[src/rtl/imem_stream_loader.sv]
// imem_stream_loader
//   Writer side of the instruction memory. A byte stream (valid/ready) carries
//   a frame: LEN_HI, LEN_LO (16-bit word count N), then 4*N data bytes, MSB
//   first. Each assembled big-endian word is written to consecutive word
//   addresses starting at BASE_ADDR. cpu_hold keeps the core in reset until
//   the load completes.
//   Optional feature macro: IMEM_LOADER_CHECKSUM_EN adds a trailing XOR
//   checksum byte (state CSUM) that must match before the core is released.
module imem_stream_loader #(
  parameter int                 ADDR_W    = 32,
  parameter int                 DEPTH     = 256,
  parameter logic [ADDR_W-1:0]  BASE_ADDR = {ADDR_W{1'b0}}
) (
  input  logic              clk,
  input  logic              areset,
  input  logic              start,
  input  logic [7:0]        in_data,
  input  logic              in_valid,
  output logic              in_ready,
  output logic              imem_we,
  output logic [ADDR_W-1:0] imem_addr,
  output logic [31:0]       imem_wdata,
  output logic              cpu_hold,
  output logic              done,
  output logic              error
);

`ifdef IMEM_LOADER_CHECKSUM_EN
  typedef enum logic [2:0] {
    S_IDLE   = 3'd0,
    S_LEN_HI = 3'd1,
    S_LEN_LO = 3'd2,
    S_DATA   = 3'd3,
    S_WRITE  = 3'd4,
    S_DONE   = 3'd5,
    S_ERR    = 3'd6,
    S_CSUM   = 3'd7
  } state_t;
`else
  typedef enum logic [2:0] {
    S_IDLE   = 3'd0,
    S_LEN_HI = 3'd1,
    S_LEN_LO = 3'd2,
    S_DATA   = 3'd3,
    S_WRITE  = 3'd4,
    S_DONE   = 3'd5,
    S_ERR    = 3'd6
  } state_t;
`endif

  // Largest accepted word count, widened so N (16 bits) compares without truncation.
  localparam logic [16:0] DEPTH_W = 17'(DEPTH);
  localparam logic [ADDR_W-1:0] ADDR_STEP = ADDR_W'(3'd4);

  state_t              state_r, state_next_s;
  logic [15:0]         len_r;
  logic [15:0]         word_cnt_r;
  logic [1:0]          byte_cnt_r;
  logic [23:0]         word_r;
  logic [ADDR_W-1:0]   imem_addr_r;
  logic [31:0]         imem_wdata_r;
  logic                in_ready_r, imem_we_r, cpu_hold_r, done_r, error_r;
`ifdef IMEM_LOADER_CHECKSUM_EN
  logic [7:0]          csum_r;
`endif

  logic                accept_s;
  logic                restart_s;
  logic                last_word_s;
  logic [15:0]         len_full_s;
  logic                in_ready_next_s, imem_we_next_s, cpu_hold_next_s;
  logic                done_next_s, error_next_s;

`ifdef IMEM_LOADER_CHECKSUM_EN
  // Running XOR of all data bytes.
  function automatic logic [7:0] csum_update(input logic [7:0] acc, input logic [7:0] b);
    csum_update = acc ^ b;
  endfunction
`endif

  assign accept_s    = in_valid && in_ready_r;
  assign len_full_s  = {len_r[15:8], in_data};
  assign last_word_s = (word_cnt_r == (len_r - 16'd1));

  // Next-state decode plus the output levels implied by the next state.
  always_comb begin
    state_next_s    = state_r;
    restart_s       = 1'b0;
    in_ready_next_s = 1'b0;
    imem_we_next_s  = 1'b0;
    cpu_hold_next_s = 1'b1;
    done_next_s     = 1'b0;
    error_next_s    = 1'b0;

    case (state_r)
      S_IDLE, S_DONE, S_ERR: begin
        if (start) begin
          state_next_s = S_LEN_HI;
          restart_s    = 1'b1;
        end else begin
          state_next_s = state_r;
        end
      end
      S_LEN_HI: begin
        if (accept_s) state_next_s = S_LEN_LO;
        else          state_next_s = state_r;
      end
      S_LEN_LO: begin
        if (accept_s) begin
          if ((len_full_s == 16'd0) || ({1'b0, len_full_s} > DEPTH_W)) state_next_s = S_ERR;
          else                                                        state_next_s = S_DATA;
        end else begin
          state_next_s = state_r;
        end
      end
      S_DATA: begin
        if (accept_s && (byte_cnt_r == 2'd3)) state_next_s = S_WRITE;
        else                                  state_next_s = state_r;
      end
      S_WRITE: begin
`ifdef IMEM_LOADER_CHECKSUM_EN
        if (last_word_s) state_next_s = S_CSUM;
`else
        if (last_word_s) state_next_s = S_DONE;
`endif
        else             state_next_s = S_DATA;
      end
`ifdef IMEM_LOADER_CHECKSUM_EN
      S_CSUM: begin
        if (accept_s) begin
          if (in_data == csum_r) state_next_s = S_DONE;
          else                   state_next_s = S_ERR;
        end else begin
          state_next_s = state_r;
        end
      end
`endif
      default: state_next_s = S_IDLE;
    endcase

    case (state_next_s)
      S_LEN_HI, S_LEN_LO, S_DATA: in_ready_next_s = 1'b1;
`ifdef IMEM_LOADER_CHECKSUM_EN
      S_CSUM:                     in_ready_next_s = 1'b1;
`endif
      S_WRITE:                    imem_we_next_s  = 1'b1;
      S_DONE: begin
        done_next_s     = 1'b1;
        cpu_hold_next_s = 1'b0;
      end
      S_ERR:                      error_next_s    = 1'b1;
      default: begin
        in_ready_next_s = 1'b0;
      end
    endcase
  end

  // State register and registered control outputs.
  always_ff @(posedge clk or posedge areset) begin
    if (areset) begin
      state_r    <= S_IDLE;
      in_ready_r <= 1'b0;
      imem_we_r  <= 1'b0;
      cpu_hold_r <= 1'b1;
      done_r     <= 1'b0;
      error_r    <= 1'b0;
    end else begin
      state_r    <= state_next_s;
      in_ready_r <= in_ready_next_s;
      imem_we_r  <= imem_we_next_s;
      cpu_hold_r <= cpu_hold_next_s;
      done_r     <= done_next_s;
      error_r    <= error_next_s;
    end
  end

  // Length capture, word assembly, counters and write address.
  always_ff @(posedge clk or posedge areset) begin
    if (areset) begin
      len_r        <= 16'd0;
      word_cnt_r   <= 16'd0;
      byte_cnt_r   <= 2'd0;
      word_r       <= 24'd0;
      imem_addr_r  <= BASE_ADDR;
      imem_wdata_r <= 32'd0;
`ifdef IMEM_LOADER_CHECKSUM_EN
      csum_r       <= 8'd0;
`endif
    end else if (restart_s) begin
      len_r       <= 16'd0;
      word_cnt_r  <= 16'd0;
      byte_cnt_r  <= 2'd0;
      word_r      <= 24'd0;
      imem_addr_r <= BASE_ADDR;
`ifdef IMEM_LOADER_CHECKSUM_EN
      csum_r      <= 8'd0;
`endif
    end else begin
      case (state_r)
        S_LEN_HI: if (accept_s) len_r[15:8] <= in_data;
        S_LEN_LO: if (accept_s) len_r[7:0]  <= in_data;
        S_DATA: begin
          if (accept_s) begin
            word_r     <= {word_r[15:0], in_data};
            byte_cnt_r <= byte_cnt_r + 2'd1;
`ifdef IMEM_LOADER_CHECKSUM_EN
            csum_r     <= csum_update(csum_r, in_data);
`endif
            if (byte_cnt_r == 2'd3) imem_wdata_r <= {word_r, in_data};
          end
        end
        S_WRITE: begin
          // The address stays on the last written word once the frame ends.
          if (!last_word_s) begin
            word_cnt_r  <= word_cnt_r + 16'd1;
            imem_addr_r <= imem_addr_r + ADDR_STEP;
          end
        end
        default: begin
          word_cnt_r <= word_cnt_r;
        end
      endcase
    end
  end

  assign in_ready   = in_ready_r;
  assign imem_we    = imem_we_r;
  assign imem_addr  = imem_addr_r;
  assign imem_wdata = imem_wdata_r;
  assign cpu_hold   = cpu_hold_r;
  assign done       = done_r;
  assign error      = error_r;

endmodule
[config.mk]
export PLATFORM = sky130hd
export DESIGN_NAME = imem_stream_loader
export DESIGN_NICKNAME = d
export VERILOG_FILES = /design/src/rtl/imem_stream_loader.sv
export SDC_FILE = /design/constraint.sdc
export NUM_CORES = 1
export LEC_CHECK = 0
export CORE_MARGIN = 4
export CORE_UTILIZATION = 55
export CTS_CLUSTER_SIZE = 20
export DETAILED_ROUTE_END_ITERATION = 6
export PLACE_DENSITY = 0.81
export SLEW_MARGIN = 25
export SYNTH_ARGS = -nofsm -noshare
export SYNTH_HDL_FRONTEND = slang
export SYNTH_SLANG_ARGS = --single-unit
[constraint.sdc]
create_clock -name clk -period 5.9 [get_ports clk]
set_clock_uncertainty 0.1 [all_clocks]
set_input_delay 1.18 -clock clk [delete_from_list [all_inputs] [get_ports clk]]
set_output_delay 1.18 -clock clk [all_outputs]
set_load 0.02 [all_outputs]
==> results of run 1 <==
## cell usage after synthesis, drive strengths merged (5+ instances only)
master / count
xor2: 10
o21ai: 14
mux2i: 34
or4: 9
nor2: 35
nand4b: 6
nand3: 23
clkbuf: 27
o21a: 5
a31o: 5
a21oi: 45
nand2: 105
dfrtp: 127
and4: 6
and3: 15
mux2: 32
and2: 6
inv: 16
nor3: 13
buf: 16
o41ai: 5
nor4: 7
o31ai: 5
or3: 6
xnor2: 9
nand2b: 6
nand4: 16
## power breakdown
group          total [mW]  switching [mW]  internal, mW
clock network       0.986           0.400         0.586
registers            1.31           0.224          1.08
logic                1.04           0.576         0.460
## registers in the layout (all words and copies together) (netlist names)
name and cells:
error 1, in_ready 1, imem_addr 30, done 1, byte_cnt_r 2, word_r 24
word_cnt_r 16, len_r 16, state_r 3, cpu_hold 1, imem_we 1, imem_wdata 32
## through the flow
stage,setup slack (ns),hold slack [ns]
global route,2.24,0.415
CTS,2.48,0.401
floorplan,1.21,0.378
finish,2.47,0.400
global placement,2.41,0.381
detailed placement,2.38,0.389
## layout by cell type, fill, tap and decap left out, drive strengths merged, types with 7 or more instances in the layout
| master | n |
|---|---|
| xnor2 | 9 |
| clkdlybuf4s50 | 78 |
| or4 | 9 |
| nor3 | 13 |
| nand2 | 105 |
| nor2 | 35 |
| a21oi | 45 |
| nor4 | 7 |
| clkinv | 7 |
| nand4 | 16 |
| dfrtp | 127 |
| o21ai | 14 |
| buf | 8 |
| and3 | 15 |
| nand3 | 23 |
| mux2 | 32 |
| clkbuf | 18 |
| mux2i | 34 |
| xor2 | 10 |
| inv | 18 |
## metal layers
layer | global-route usage [%] | vias up
met5 | 0 | -
met4 | 8.26 | 0
li1 | - | 2474
met2 | 38.8 | 218
met3 | 7.20 | 26
met1 | 36.1 | 2698
## worst min path at each step
stage	startpoint	end	cells past startpoint
global route	imem_wdata[24]$_DFFE_PP0P_	imem_wdata[24]$_DFFE_PP0P_	1
finish	imem_addr[17]$_DFFE_PP0P_	imem_addr[17]$_DFFE_PP0P_	1
CTS	imem_addr[17]$_DFFE_PP0P_	imem_addr[17]$_DFFE_PP0P_	1
global placement	imem_addr[17]$_DFFE_PP0P_	imem_addr[17]$_DFFE_PP0P_	1
detailed placement	imem_addr[17]$_DFFE_PP0P_	imem_addr[17]$_DFFE_PP0P_	1
floorplan	word_cnt_r[13]$_DFFE_PP0P_	word_cnt_r[13]$_DFFE_PP0P_	1
## cell families (layout without fill, tap and decap cells)
kind of cell / Yosys count / count (layout) / synth area share [%]
AO/OA/AOI/OAI: 109 / 109 / 10.8
flip-flops: 128 / 128 / 49.4
buffers and inverters: 59 / 133 / 3.78
multiplexers: 66 / 66 / 10.8
adder cells (fa/ha/maj): 4 / 4 / 0.772
AND/OR/NAND/NOR: 273 / 273 / 21.8
XOR/XNOR: 19 / 19 / 2.57
other: 1 / 2 / 0.0578
## worst register-to-register path, stage by stage, from the launching register on
cell	delay (ns)
dfrtp_1	0.50
inv_1	0.11
ha_1	0.28
or3b_2	0.51
o31ai_1	0.29
nand3_2	0.13
nor4_2	0.39
nand4_1	0.13
buf_4	0.30
o21ai_1	0.37
a21boi_0	0.24
## final cells by class
type	instances	area (µm²)
multi-input cells	473	3040
well taps	143	179
fillers	845	3590
flip-flops and latches	128	3200
inverters	16	62.6
clock buffers	18	439
repair buffers	86	841
clock inverters	13	113
==> qor.csv, run 1 <==
stage,metric,value,unit
status,status,"complete, no violations",
timing,setup_viol,0,
detailed_routing,detail-route-antenna-nets,0,
critical_path,worst_path_max_delay_cell,or3b_2,
clocking,post_cts_buffers,0,
detailed_routing,viasPerCell,6.18,
timing,final.period_utilization,58.2,%
layout,drive_above_1_share,12.5,%
critical_path,crit_required,6.13,ns
power_and_ir_drop,power_density,423,mW/mm²
layout,synthToLayoutAreaGrowth,21.5,%
yosys,yosys.area.top_type,dfrtp_1,
global_routing,grt_pass1_wl,26900,µm
hold_path,hold_class,reg -> reg,
clocking,htree_levels,4,
timing,tns,0,ns
job,drv_cap,0,
yosys,ys_async_sr_fraction,100,%
global_routing,antenna_found_initial,0,
critical_path,reg2reg_to,error$_DFF_PP0_,
layout,fin_area,0.00788,mm²
critical_path,end_kind,flop,
global_routing,first_global_vias,5202,
layout,num-nets-final,738,
detailed_routing,wl_met1,7250,µm
yosys,netlist.area_leader.share,49.0,%
layout,fin_util,68.7,%
timing,finalHoldViolCount,0,
yosys,synthTopCellsByArea,"dfrtp_1 49%, nand2_1 6.0%, mux2_2 5.6%",
placed_design,hpwl,11200,µm
clocking,clock_latency,0.42,ns
floorplanning,die-height,117,µm
yosys,yosysWarnings,0,
detailed_routing,wire_per_inst,19.3,µm
timing,slew_violations,0,
critical_path,r2r_cells,10,
critical_path,path_class,reg -> reg,
critical_path,worstPathMaxFanout,40,
yosys,synth_flop_cell,dfrtp_1,
yosys,postSynthCellCount,659,
critical_path,critPathMaxStageDelay,0.51,ns
layout,final_cells,877,
yosys,avgSynthCellArea,9.84,µm²
global_routing,overflow,0,
timing,rsz0062_at_grt,false,
critical_path,path_buf_inv,2,
critical_path,path_cells,inv_1 > ha_1 > or3b_2 > o31ai_1 > nand3_2 > nor4_2 > nand4_1 > buf_4 > o21ai_1 > a21boi_0,
placed_design,port_buffers,78,
detailed_routing,top_layer,met4,
critical_path,crit_arrival,3.66,ns
floorplanning,io_pins,81,
yosys,syn_area,0.00648,mm²
detailed_routing,met2WireLength,8150,µm
critical_path,cp-startpoint,len_r[0]$_DFFE_PP0P_,
yosys,ys_types,62,
timing,period_minus_slack,3.43,ns
critical_path,cp.depth,10,
layout,diodes,0,
detailed_routing,dr.pass1.iters,5,
detailed_routing,post-route-drc-count,0,
detailed_routing,routed_wl,16900,µm
floorplanning,fp.dieArea,0.0136,mm²
detailed_routing,first_iter_violations,558,
clocking,cts.reportedPaths.clkPinSlew,0.06,ns
yosys,synth_edf_count,0,
clocking,clkSinkCount,128,
yosys,ys_ff_latch,128,
timing,worst_slew_pin_slew,0.978,ns
power_and_ir_drop,peakVddDrop,392,µV
placed_design,post_dp_cell_area,0.00733,mm²
clocking,clk_path_buf_depth,2,
power_and_ir_drop,total_power,3.33,mW
floorplanning,rows,39,
placed_design,post-place-cells,846,
clocking,cts_made_buffers,17,
global_routing,grt_use_total,25.7,%
global_routing,grt_max_degree,68,
detailed_routing,dr_total_vias,5416,
floorplanning,fp.dieW,117,µm
detailed_routing,wl_met3,1210,µm
critical_path,rrSetupSlack,2.47,ns
critical_path,r2r-start,len_r[0]$_DFFE_PP0P_,
clocking,cts_resized,0,
power_and_ir_drop,power.leakage,3.60,nW
critical_path,critPathTopFamily,simple AND/OR/NAND/NOR gates,
clocking,cts_tree,done,
critical_path,start_kind,flop,
clocking,hold_buffers,0,
floorplanning,core,0.0115,mm²
timing,max_slew_margin,34.8,%
placed_design,place.gp.congestion,0.887,
floorplanning,start_util,56.6,%
critical_path,critPathCapture,error$_DFF_PP0_,
timing,max_freq,0.291,GHz
clocking,cts_root_buf,clkbuf_16,
yosys,seq_area_frac_synth,49.4,%
No activity file was read; power rests on OpenSTA's default activity.
==> inputs of run 2 (changes only) <==
--- a/config.mk
+++ b/config.mk
@@ -6,10 +6,10 @@
 export NUM_CORES = 1
 export LEC_CHECK = 0
 export CORE_MARGIN = 4
-export CORE_UTILIZATION = 55
+export CORE_UTILIZATION = 50
 export CTS_CLUSTER_SIZE = 20
 export DETAILED_ROUTE_END_ITERATION = 6
-export PLACE_DENSITY = 0.81
+export PLACE_DENSITY = 0.78
 export SLEW_MARGIN = 25
 export SYNTH_ARGS = -nofsm -noshare
 export SYNTH_HDL_FRONTEND = slang
==> constraint.sdc (replaced) <==
create_clock -name clk -period 3 [get_ports clk]
set_clock_uncertainty 0.1 [all_clocks]
set_input_delay 0.6 -clock clk [delete_from_list [all_inputs] [get_ports clk]]
set_output_delay 0.6 -clock clk [all_outputs]
set_load 0.02 [all_outputs]
==> run 2 against run 1 <==
Compared with the run above: global-route usage decreased by 1.2 points; design area up 8.8%; via count grew 4.8%; final cell count is 7.8% higher; non-clock buffer count increased by 36; setup slack worse by 2.4 ns; total power increased by 120%; utilization is 1.1 points lower; fmax increased by 15%; critical path type unchanged.
==> qor.csv, run 2 (synthesis results as in run 1) <==
stage,metric,value,unit
power_and_ir_drop,power_density,866,mW/mm²
timing,slew_violations,0,
layout,layout_commonest_cell,dfrtp_1,
clocking,clk_path_buf_depth,2,
clocking,cts_made_buffers,17,
critical_path,end_kind,flop,
timing,tns,0,ns
timing,max_freq,0.336,GHz
detailed_routing,dr.pass1.iters,6,
layout,drive_above_1_share,18.8,%
timing,finalHoldViolCount,0,
layout,multi_input_area,0.00319,mm²
clocking,clock_latency,0.43,ns
global_routing,grt_pass1_wl,28400,µm
timing,rsz0062_at_grt,true,
global_routing,antenna_found_initial,0,
hold_path,hold_class,reg -> reg,
clocking,cts.reportedPaths.clkPinSlew,0.06,ns
floorplanning,io_pins,81,
critical_path,crit_arrival,3.19,ns
timing,final.period_utilization,99.1,%
placed_design,place.gp.congestion,0.894,
timing,max_slew_margin,35.6,%
critical_path,worst_path_max_delay_cell,or4_4,
layout,fin_util,67.6,%
critical_path,critPathMaxStageDelay,0.58,ns
global_routing,overflow,0,
detailed_routing,detail-route-antenna-nets,0,
detailed_routing,dr_total_vias,5674,
global_routing,grt_use_total,24.5,%
floorplanning,die-height,122,µm
power_and_ir_drop,power.leakage,3.92,nW
timing,worst_slew_pin_slew,0.962,ns
layout,synthToLayoutAreaGrowth,32.1,%
placed_design,port_buffers,78,
critical_path,critPathMostFrequentCell,nor4_4,
placed_design,hpwl,11800,µm
layout,layout.area.seq,0.00320,mm²
detailed_routing,first_iter_violations,517,
power_and_ir_drop,total_power,7.42,mW
layout,largest_reg_flops,32,
layout,fillers,943,
job,drv_cap,0,
layout,diodes,0,
critical_path,start_kind,flop,
clocking,clkSinkCount,128,
clocking,htree_levels,4,
layout,num-nets-final,776,
critical_path,path_class,reg -> reg,
detailed_routing,viasPerCell,6.00,
power_and_ir_drop,peakVddDrop,413,µV
critical_path,crit_required,3.22,ns
floorplanning,start_util,51.2,%
global_routing,first_global_vias,5545,
detailed_routing,wire_per_inst,19.6,µm
detailed_routing,routed_wl,18600,µm
clocking,cts_tree,done,
detailed_routing,post-route-drc-count,0,
floorplanning,core,0.0127,mm²
critical_path,path_cells,or4_4 > nor4_4 > xnor2_2 > nor4_4 > nand4_1 > buf_6 > buf_12 > and3_4 > a31o_4,
clocking,cts_root_buf,clkbuf_16,
floorplanning,fp.dieArea,0.0149,mm²
global_routing,grt_max_degree,70,
timing,setup_viol,0,
floorplanning,fp.dieW,122,µm
status,status,"complete, no violations",
critical_path,worstPathMaxFanout,5,
timing,period_minus_slack,2.97,ns
floorplanning,rows,41,
layout,final_cell_mix,"127 x dfrtp_1, 104 x nand2_1, 78 x clkdlybuf4s50_1",
-- run 2: through the flow --
| stage | area, µm² | hold WS [ns] | instances | setup slack (ns) |
|---|---|---|---|---|
| 6_report | 8570 | 0.402 | 945 | 0.0264 |
| 5_1_grt | 8570 | 0.419 | 945 | -0.0556 |
| 4_1_cts | 8320 | 0.404 | 936 | 0.00680 |
| 3_5_place_dp | 7620 | 0.392 | 904 | 0.00864 |
| 3_3_place_gp | 7620 | 0.384 | 904 | 0.0726 |
| 2_1_floorplan | 6490 | 0.378 | 660 | 0.0114 |
-- run 2: worst max-delay path, delay by kind of cell, from the launching register on --
kind	cells	cell delay (ns)
AOI/OAI and AO/OA	1	0.20
xor gates and xnor gates	1	0.13
buffers and inverters	2	0.34
DFF	1	0.39
and+or+nand+nor	5	1.71
-- run 2: worst paths after layout --
check | startpoint | endpoint | cells after the start | slack [ns]
max in group asynchronous | areset | imem_addr[18]$_DFFE_PP0P_ | 3 | 1.57
worst min-delay path | imem_wdata[2]$_DFFE_PP0P_ | imem_wdata[2]$_DFFE_PP0P_ | 1 | 0.40
worst min register to register | imem_wdata[2]$_DFFE_PP0P_ | imem_wdata[2]$_DFFE_PP0P_ | 1 | 0.40
worst max-delay path | len_r[5]$_DFFE_PP0P_ | imem_addr[3]$_DFFE_PP0P_ | 9 | 0.03
min in group asynchronous | areset | imem_wdata[22]$_DFFE_PP0P_ | 2 | 0.49
worst max register to register | len_r[5]$_DFFE_PP0P_ | imem_addr[3]$_DFFE_PP0P_ | 9 | 0.03
-- run 2: area by class of cell --
class | count | area share [%]
multi-input cells | 475 | 37.2
flip-flops and latches | 128 | 37.4
well taps | 172 | 2.51
clock inverters | 12 | 2.64
inverters | 16 | 0.745
clock buffers | 20 | 5.45
repair buffers | 122 | 14.1
-- run 2: report_power, final --
part	switching [mW]	leakage [nW]	total [mW]	internal (mW)
combinational	1.40	1.85	2.52	1.11
sequential	0.362	1.73	2.50	2.13
clock	0.779	0.334	2.41	1.63
total	2.54	3.92	7.42	4.88
-- run 2: per-layer routing --
layer | vias up | part of all wire (%) | GRT usage, %
met2 | 282 | 48 | 39.2
met5 | - | 0 | 0
met4 | 0 | 2.8 | 9.66
met1 | 2777 | 41 | 32.4
li1 | 2561 | - | -
met3 | 54 | 8.0 | 5.66
-- run 2: repair_timing --
| item | in CTS | in global routing |
|---|---|---|
| endpoints found under the setup margin | 3 | 50 |
| cloned | 0 | 5 |
| buffers inserted | 0 | 4 |
| hold buffers | 0 | 0 |
| pin swaps | 0 | 9 |
| resized for setup | 1 | 23 |
